**config.mk**
```make
export PLATFORM = sky130hd
export DESIGN_NAME = universal_shift_register_jk
export DESIGN_NICKNAME = d
export VERILOG_FILES = /design/src/rtl/shift_reg_pkg.sv /design/src/rtl/jk_ff_sync.sv /design/src/rtl/universal_shift_register_jk.sv
export SDC_FILE = /design/constraint.sdc
export NUM_CORES = 1
export LEC_CHECK = 0
export ABC_CLOCK_PERIOD_IN_PS = 1720
export CORE_MARGIN = 2
export CORE_UTILIZATION = 41
export CTS_BUF_LIST = sky130_fd_sc_hd__clkbuf_2
export CTS_CLUSTER_SIZE = 24
export DETAILED_ROUTE_END_ITERATION = 10
export MAX_ROUTING_LAYER = met4
export PLACE_DENSITY_LB_ADDON = 0.15
export SYNTH_ARGS = -nofsm -noshare
export SYNTH_HDL_FRONTEND = slang
export SYNTH_SLANG_ARGS = --single-unit
export TNS_END_PERCENT = 50
```
**constraint.sdc**
```tcl
create_clock -name clk -period 1.72 [get_ports clk]
set_clock_uncertainty 0.2 [all_clocks]
set_input_delay 0.344 -clock clk [delete_from_list [all_inputs] [get_ports clk]]
set_output_delay 0.344 -clock clk [all_outputs]
set_load 0.02 [all_outputs]
```
**src/rtl/shift_reg_pkg.sv**
```systemverilog
// shift_reg_pkg: mode and direction types shared by the JK universal shift register.
package shift_reg_pkg;
  typedef enum logic [1:0] {
    MODE_HOLD = 2'b00,
    MODE_SHR  = 2'b01,
    MODE_SHL  = 2'b10,
    MODE_LOAD = 2'b11
  } shift_mode_t;
  typedef enum logic {
    DIR_RIGHT = 1'b0,
    DIR_LEFT  = 1'b1
  } shift_dir_t;
endpackage

```
**src/rtl/jk_ff_sync.sv**
```systemverilog
// jk_ff_sync: JK flip-flop with synchronous active-high reset to a per-bit value.
module jk_ff_sync (
  input  logic clk,
  input  logic rst,
  input  logic rst_val,
  input  logic j,
  input  logic k,
  output logic q
);
  always_ff @(posedge clk)
    if (rst) q <= rst_val;
    else     q <= j ? (k ? ~q : 1'b1) : (k ? 1'b0 : q);
endmodule

```
**src/rtl/universal_shift_register_jk.sv**
```systemverilog
// universal_shift_register_jk: hold/shift/load register of JK cells with a frame counter.
module universal_shift_register_jk
  import shift_reg_pkg::*;
#(
  parameter int               WIDTH       = 4,
  parameter logic [WIDTH-1:0] RESET_VALUE = '0
) (
  input  logic                       clk,
  input  logic                       rst,
  input  logic                       en,
  input  logic [1:0]                 mode,
  input  logic                       serial_in_msb,
  input  logic                       serial_in_lsb,
  input  logic [WIDTH-1:0]           parallel_in,
  output logic [WIDTH-1:0]           q,
  output logic                       serial_out_lsb,
  output logic                       serial_out_msb,
  output logic [$clog2(WIDTH+1)-1:0] shift_cnt,
  output logic                       frame_done
);
  localparam int CW = $clog2(WIDTH + 1);
  shift_mode_t      m;
  shift_dir_t       last_dir, dir_now;
  logic             active, shift, wrap;
  logic [WIDTH-1:0] d, j, k;
  logic [CW-1:0]    cnt_inc;
  assign m              = shift_mode_t'(mode);
  assign active         = en && (m != MODE_HOLD);
  assign shift          = active && (m != MODE_LOAD);
  assign dir_now        = (m == MODE_SHL) ? DIR_LEFT : DIR_RIGHT;
  assign serial_out_lsb = q[0];
  assign serial_out_msb = q[WIDTH-1];
  always_comb begin
    d = (m == MODE_SHR) ? {serial_in_msb, q[WIDTH-1:1]} :
        (m == MODE_SHL) ? {q[WIDTH-2:0], serial_in_lsb} : parallel_in;
    j = active ? d : '0;
    k = active ? ~d : '0;
    cnt_inc = ((dir_now == last_dir) ? shift_cnt : '0) + CW'(1);
    wrap = (cnt_inc == CW'(WIDTH));
  end
  // Each cell is either forced to d (J=d, K=~d) or held (J=K=0); toggle never occurs.
  for (genvar i = 0; i < WIDTH; i++) begin : g_cell
    jk_ff_sync u_cell (
      .clk     (clk),
      .rst     (rst),
      .rst_val (RESET_VALUE[i]),
      .j       (j[i]),
      .k       (k[i]),
      .q       (q[i])
    );
  end
  always_ff @(posedge clk)
    if (rst) begin
      shift_cnt  <= '0;
      frame_done <= 1'b0;
      last_dir   <= DIR_RIGHT;
    end else begin
      frame_done <= shift && wrap;
      if (active && m == MODE_LOAD) shift_cnt <= '0;
      else if (shift) begin
        shift_cnt <= wrap ? '0 : cnt_inc;
        last_dir  <= dir_now;
      end
    end
endmodule

```
=== Yosys cells after proc, flatten, opt, wreduce, memory -nomap -nowiden ===
Index checks and enable logic that the tools add are counted.

* Register bits after elaboration: 9
* Bits of input ports: 11
* Output and inout bits: 10

* $add $sub $neg: 1
* Equality and inequality tests: 6
* Mux-type cells: 19
* Bitwise gates (word level): 6
* Reduce and logical (&&, ||, !) cells: 11

{| class="wikitable"
|+ Operators with widths
! operator !! number
|-
| $mux 4 || 4
|-
| $mux 1 || 13
|-
| $reduce_bool 2->1 || 5
|-
| $mux 3 || 2
|-
| $not 1->1 || 5
|-
| $eq 2x2->1 const B || 2
|-
| $logic_and 1x1->1 || 4
|-
| $not 4->4 || 1
|-
| $add 3x1->3 const B || 1
|-
| $eq 3x3->1 const B || 1
|-
| $eq 2x1->1 const B || 1
|-
| $ne 2x2->1 const B || 1
|-
| $reduce_and 2->1 || 1
|-
| $reduce_or 2->1 || 1
|-
| $eq 1x1->1 || 1
|}

=== Depth between registers and ports, before layout ===
* Word-level depth: 7
* Mapped depth: 9
* Gate-level depth less buffers: 8

=== By module ===
Synthesis repeated with hierarchy kept, for this count alone.

* Cell total of the unflattened synthesis: 84
* Area total of the unflattened synthesis: 747.0 um^2

{| class="wikitable"
|+ By module, submodules not included
! module !! times used !! cells each !! area an instance (um^2) !! seq. area each (um^2)
|-
| universal_shift_register_jk || 1 || 64 || 526.8 || 100.1
|-
| jk_ff_sync || 4 || 5 || 55.1 || 30.0
|}

=== Worst setup path after synthesis ===
OpenSTA, ideal clock, no wires.

* Kind: input -> register
* From: in mode[1]
* To: reg shift_cnt[0]
* Data arrival time: 1.601 ns
* Required time: 1.424 ns
* Slack: -0.177 ns
* Cell stages on the path: 7
* Buffers on the path: 1
* Cells stage by stage: buf_6 -> and2b_4 -> xnor2_1 -> and2_1 -> ha_1 -> ha_1 -> o41ai_2

* Longest elaborated chain between the ends: 7

{| class="wikitable"
|+ Ends and longest elaborated chain
! what !! RTL line !! RTL
|-
| start, declared || universal_shift_register_jk.sv:11 || <nowiki>input logic [1:0] mode,</nowiki>
|-
| $eq 2x2->1 || universal_shift_register_jk.sv:30 || <nowiki>assign dir_now = (m == MODE_SHL) ? DIR_LEFT : DIR_RIGHT;</nowiki>
|-
| $mux 1 || universal_shift_register_jk.sv:30 ||
|-
| $eq 1x1->1 || universal_shift_register_jk.sv:38 || <nowiki>cnt_inc = ((dir_now == last_dir) ? shift_cnt : '0) + CW'(1);</nowiki>
|-
| $mux 3 || universal_shift_register_jk.sv:38 ||
|-
| $add 3x1->3 || universal_shift_register_jk.sv:38 ||
|-
| $eq 3x3->1 || universal_shift_register_jk.sv:39 || <nowiki>wrap = (cnt_inc == CW'(WIDTH));</nowiki>
|-
| $mux 3 || universal_shift_register_jk.sv:61 || <nowiki>shift_cnt <= wrap ? '0 : cnt_inc;</nowiki>
|-
| end signal, assigned || universal_shift_register_jk.sv:61 ||
|-
| end, declared || universal_shift_register_jk.sv:18 || <nowiki>output logic [$clog2(WIDTH+1)-1:0] shift_cnt,</nowiki>
|}

Parallel ways exist; a longest one is shown, timed or not.
A chain may end at the register's enable or synchronous reset.

=== Worst setup path after layout ===
* From: in mode[1]
* To: reg shift_cnt[2]

The elaborated chain is that of the path after synthesis.

==> flow_summary.yaml <==
worst_setup_path:
  path_depth: 9
  cp_cell_sequence: "dlygate4sd2_1, and2b_4, xnor2_2, and2_1, ha_2, inv_2, ha_2, nand3_1, a21oi_1"
  startpoint_type: "input pin"
  reg2reg_depth: 7
  end_kind: "flop"
  crit_top_cell: "ha_2"
  worstPathRequired_ns: 1.67
  critPathMaxFanout: 2
  max_stage_delay_ns: 0.25
  cp_num_buf_inv: 2
  cp.arrival_ns: 1.62
  critPathKind: "input pin to flop"
  crit_family: "simple AND/OR/NAND/NOR gates"
  crit_slowest_cell: "dlygate4sd2_1"
power:
  irDropWorstVdd_mv: 0.473
  p_per_area_mw_per_mm2: 575
  p_leak_nw: 0.404
sta:
  max_freq_ghz: 0.598
  fin_crit_ns: 1.67
  setup_viol: 0
  tightest_slew_ns: 0.287
  hold_viol: 0
  slew_headroom_pct: 80.9
  drv_slew: 0
  period_share_pct: 97.2
clock_tree:
  cts.sinks: 9
  h-tree-depth: 1
  cts_root_buf: "clkbuf_2"
  clock_latency_ns: 0.25
  clockBufferDepth: 2
  cts_tree: "yes"
  cts_buffers: 3
  ctsHoldBuffers: 0
  cts.clk_slew.worst_paths_ns: 0.09
logic_synthesis:
  synthMuxAreaShare_pct: 7.22
  ys_seq_area_share_pct: 29.7
  synthArstFlopShare_pct: 0
  synth_cell_types: 31
  synth_flop_cell: "dfxtp_1"
  synth_edf_count: 0
  synth-compound-area-share_pct: 19.8
  syn-num-nets: 81
  synth_top_family_by_area: "compound AO/OA/AOI/OAI gates"
  synth-simple-area-share_pct: 19.4
  synthXorXnorAreaFrac_pct: 5.57
  synth_fa_ha_area_share_pct: 6.19
  netlist_area_um2: 607
  avgSynthCellArea_um2: 9.06
  yosys_warnings: 0
  ys_ff_latch: 9
  netlist_instances: 67
placed_design:
  port_buffers: 20
  post-dp-hpwl_mm: 1.08
  gp_congestion: 0.804
  dp_cells: 106
route:
  drt_iter0_drc: 12
  drt_wl_total_mm: 1.37
  drc: 0
  antenna_left: 0
  firstDrtPassIters: 5
  wire_per_inst_um: 12.3
  dr_total_vias: 574
  drt-vias-per-instance: 5.17
final_layout:
  seq_area_um2: 180
  layout_common_cells: "13 x buf_4, 11 x dlygate4sd2_1, 9 x dfxtp_1"
  nFillCells: 123
  nNetsFinal: 111
  drive_gt1_share_pct: 29.2
  layout_commonest_cell: "buf_4"
  multi_input_area_um2: 382
  diodes: 0
  post_layout_nonfiller_instances: 111
  area_delta_synth_final_pct: 47.6
  fin_util_pct: 67.2
status:
  status: "completed"
global_route:
  grt_pass1_vias: 515
  grt_pass1_wl_mm: 2.23
  grt_antenna_before_repair: 0
  track_usage_pct: 17.1
  gr-total-overflow: 0
  grt_start_max_net_pins: 14
floorplanning:
  core_mm2: 0.00133
  rows: 13
  die_h_um: 42.5
  dieArea_mm2: 0.00180
  initial_core_util_pct: 45.5
  dieWidth_um: 42.5
  io_pins: 21
worst_hold_path:
  worstHoldPathType: "flop to flop"
  hold_depth: 2
job:
  cap_violations: 0
## path summary, 6_finish.rpt
path / start / endpoint / slack (ns)
max: mode[1] / shift_cnt[2] / 0.05
max reg2reg: last_dir / shift_cnt[2] / 0.10
min: shift_cnt[1] / shift_cnt[1] / 0.30
min reg2reg: shift_cnt[1] / shift_cnt[1] / 0.30
## where the power goes
part | switching, mW | internal (mW)
Combinational | 0.0663 | 0.0849
Sequential | 0.00902 | 0.217
Clock | 0.0762 | 0.0618
## cells by family after synthesis
logic type / after synthesis
flops: 9
compound gates: 16
mux: 4
xor+xnor: 3
buf+inv: 11
fa+ha+maj: 3
simple gates: 21
## flip-flops by register name, indices dropped and copies added, names as in the netlist
signal and count:
g_cell.u_cell.q 4, shift_cnt 3, frame_done 1, last_dir 1
## synth_stat cells (2+ instances only)
| library cell | instances | area, µm² |
|---|---|---|
| inv_1 | 3 | 11.3 |
| xnor2_1 | 2 | 17.5 |
| mux2_1 | 2 | 22.5 |
| buf_6 | 2 | 22.5 |
| a222oi_1 | 3 | 30.0 |
| buf_4 | 4 | 30.0 |
| o21ai_0 | 2 | 10.0 |
| dfxtp_1 | 9 | 180 |
| and2_1 | 3 | 18.8 |
| a21oi_1 | 4 | 20.0 |
| o21ai_1 | 2 | 10.0 |
| nor2_1 | 4 | 15.0 |
| ha_1 | 3 | 37.5 |
| nand2_1 | 6 | 22.5 |
| nand3_1 | 2 | 10.0 |
## per-layer routing
layer  wire length [µm]  global-route usage (%)  up-vias
met3                 87                    8.19        2
met1                608                    18.9      266
met4                  9                    3.75        0
met2                660                    28.0       17
li1                   -                       -      289
met5                  0                       -        -
## final cells by class
| cell class | instances | share of cell area (%) |
|---|---|---|
| timing repair buffer | 33 | 31.7 |
| sequential | 9 | 20.1 |
| clock buffer | 4 | 2.23 |
| multi-input combinational | 47 | 42.6 |
| tap | 15 | 2.09 |
| inverter | 3 | 1.26 |
## worst min-delay path: cells and delay by family (launching register included)
family	cells	cell delay (ns)
flip-flops	1	0.33
AO/OA/AOI/OAI	2	0.13
## per-stage QoR
stage | TNS [ns] | setup WS [ns] | hold slack [ns] | instance area (µm²) | power (mW)
4_1_cts | 0 | 0.00477 | 0.297 | 887 | 0.520
2_1_floorplan | -0.0425 | -0.0425 | 0.303 | 629 | 0.315
5_1_grt | -0.00409 | -0.00409 | 0.335 | 896 | 0.550
3_3_place_gp | -2.77 | -0.458 | 0.280 | 876 | 0.384
3_5_place_dp | -2.80 | -0.504 | 0.279 | 876 | 0.386
6_report | 0 | 0.0486 | 0.298 | 896 | 0.515
## what timing repair did
item / in CTS / in global routing
pin swaps: 1 / 2
hold endpoints to repair: 0 / 0
gates resized for setup: 14 / 2
setup endpoints to repair: 17 / 1
setup buffers: 0 / 1
Note: power is estimated with default switching activity, not from simulation.
==> patch: new RTL, same settings <==
The output `frame_done` loses its register stage (`frame_done` becomes a continuous assignment).
--- a/src/rtl/universal_shift_register_jk.sv
+++ b/src/rtl/universal_shift_register_jk.sv
@@ -52,15 +52,15 @@
   always_ff @(posedge clk)
     if (rst) begin
       shift_cnt  <= '0;
-      frame_done <= 1'b0;
       last_dir   <= DIR_RIGHT;
     end else begin
-      frame_done <= shift && wrap;
       if (active && m == MODE_LOAD) shift_cnt <= '0;
       else if (shift) begin
         shift_cnt <= wrap ? '0 : cnt_inc;
         last_dir  <= dir_now;
       end
     end
+
+  assign frame_done = shift && wrap;
 endmodule
 
Behaviour: not the same (a bounded check fails within 4 cycles, from zero or initial values and one cycle with rst high).
==> patch against the original RTL <==
- the run now ends with negative setup slack left
- wire length is 9.2% lower
- synthesized area is 13% lower
- utilization grew 5.3 points
- critical path depth fell by 1
- power is 13% lower
- count of clock-buffer cells in the layout fell by 1
- clock power fell by 22%
- final area decreased by 6.4%
- sequential cell count decreased by 1
- setup slack got worse by 0.44 ns
- largest power group unchanged
- highest routed layer unchanged
==> patch: results (changes against the original RTL) <==
sequential share of the synthesized area = 30.2% (+0.50 points)
Yosys cell types = 26 (-16%)
HP Class = in -> reg
largest net degree at the start of global routing = 12 (-2)
Leak = 0.381 nW (-5.6%)
routed wire length = 1240 um (-9.2%)
net count reported at finish = 102 (-8.1%)
Post-CTS Setup Repair Bufs = 1 (+1)
top post-synthesis cells by area = dfxtp_1 30%, mux2i_1 9.4%, ha_1 7.1%, a22oi_1 5.7%, buf_4 5.7%
VDD IR max = 0.000357 V (-25%)
1st-pass router iterations = 3 (-2)
Worst-Skew Late Latency = 0.23 ns (-0.02 ns)
met3 routed WL = 51 um (-41%)
Commonest cells post-synth = 8 x dfxtp_1, 5 x mux2i_1
via count = 511 (-11%)
Worst Path Max Fanout = 3 (+1)
Fin Hold WS = 0.329 ns (+0.0306 ns)
setup TNS = -0.714 ns (-0.714 ns)
failing checks = negative setup slack
met1 usage = 21.0% (+2.1 points)
Resized cells post-CTS = 26 (+12)
layout cells sized above 1 = 32.6% (+3.4 points)
biggest regs = g_cell.u_cell.q (4), shift_cnt (3), last_dir (1)
first-pass GRT wire length = 1880 um (-16%)
Arr. time, crit path = 1.57 ns (-0.05 ns)
final setup violation count = 2 (+2)
final setup margin = -0.390 ns (-0.439 ns)
post-DP HPWL = 903 um (-17%)
Tot GR Track Use = 18.8% (+1.7 points)
M2 GR Usage = 32.7% (+4.7 points)
status = complete, but fails checks
DR WL met2 = 663 um (+0.45%)
Initial DRC Count = 5 (-7)
patch: final timing paths:
kind,endpoint,cells past startpoint,start
worst max-delay path,frame_done,8,mode[1]
worst min-delay path,last_dir,4,mode[1]
worst max register to register,shift_cnt[0],7,last_dir
worst min register to register,g_cell[2].u_cell.q,2,g_cell[1].u_cell.q
patch: final cells by class:
class / count / area, sq um
Multi-Input combinational cell: 41 / 352
Fill cell: 96 / 318
Timing Repair Buffer: 33 / 290
Sequential cell: 8 / 160
Tap cell: 14 / 17.5
Clock buffer: 3 / 15.0
Inverter: 1 / 3.75
patch: logic make-up (layout without fill, tap and decap cells):
logic type | count (synthesis) | count (layout) | synth area share, %
adder cells (fa/ha/maj) | 4 | 4 | 9.20
XOR/XNOR | 2 | 2 | 3.30
flip-flops | 8 | 8 | 30.2
multiplexers | 5 | 5 | 9.43
buffers and inverters | 9 | 37 | 11.1
AND/OR/NAND/NOR | 16 | 16 | 17.5
AO/OA/AOI/OAI | 14 | 14 | 19.3
patch: where the power goes:
| part | switching [mW] | internal (mW) | total (mW) | leakage [nW] |
|---|---|---|---|---|
| logic | 0.0630 | 0.0790 | 0.142 | 0.303 |
| clock network | 0.0602 | 0.0476 | 0.108 | 0.0125 |
| registers | 0.00676 | 0.194 | 0.201 | 0.0653 |
| total | 0.130 | 0.320 | 0.450 | 0.381 |
patch: worst max-delay path, stage by stage:
cell and delay [ns]:
buf_6 0.09, and2b_2 0.19, xnor2_2 0.15, and2_1 0.16, ha_2 0.20, ha_4 0.14
and3_4 0.17, buf_6 0.11
patch: through the flow:
step,total power [mW],instances,setup slack (ns),area (sq um)
after floorplan,0.282,58,-0.432,564
after global placement,0.342,96,-1.24,807
after detailed placement,0.345,96,-1.28,807
after CTS,0.453,100,-0.389,826
after global routing,0.476,100,-0.453,838
final,0.450,100,-0.390,838
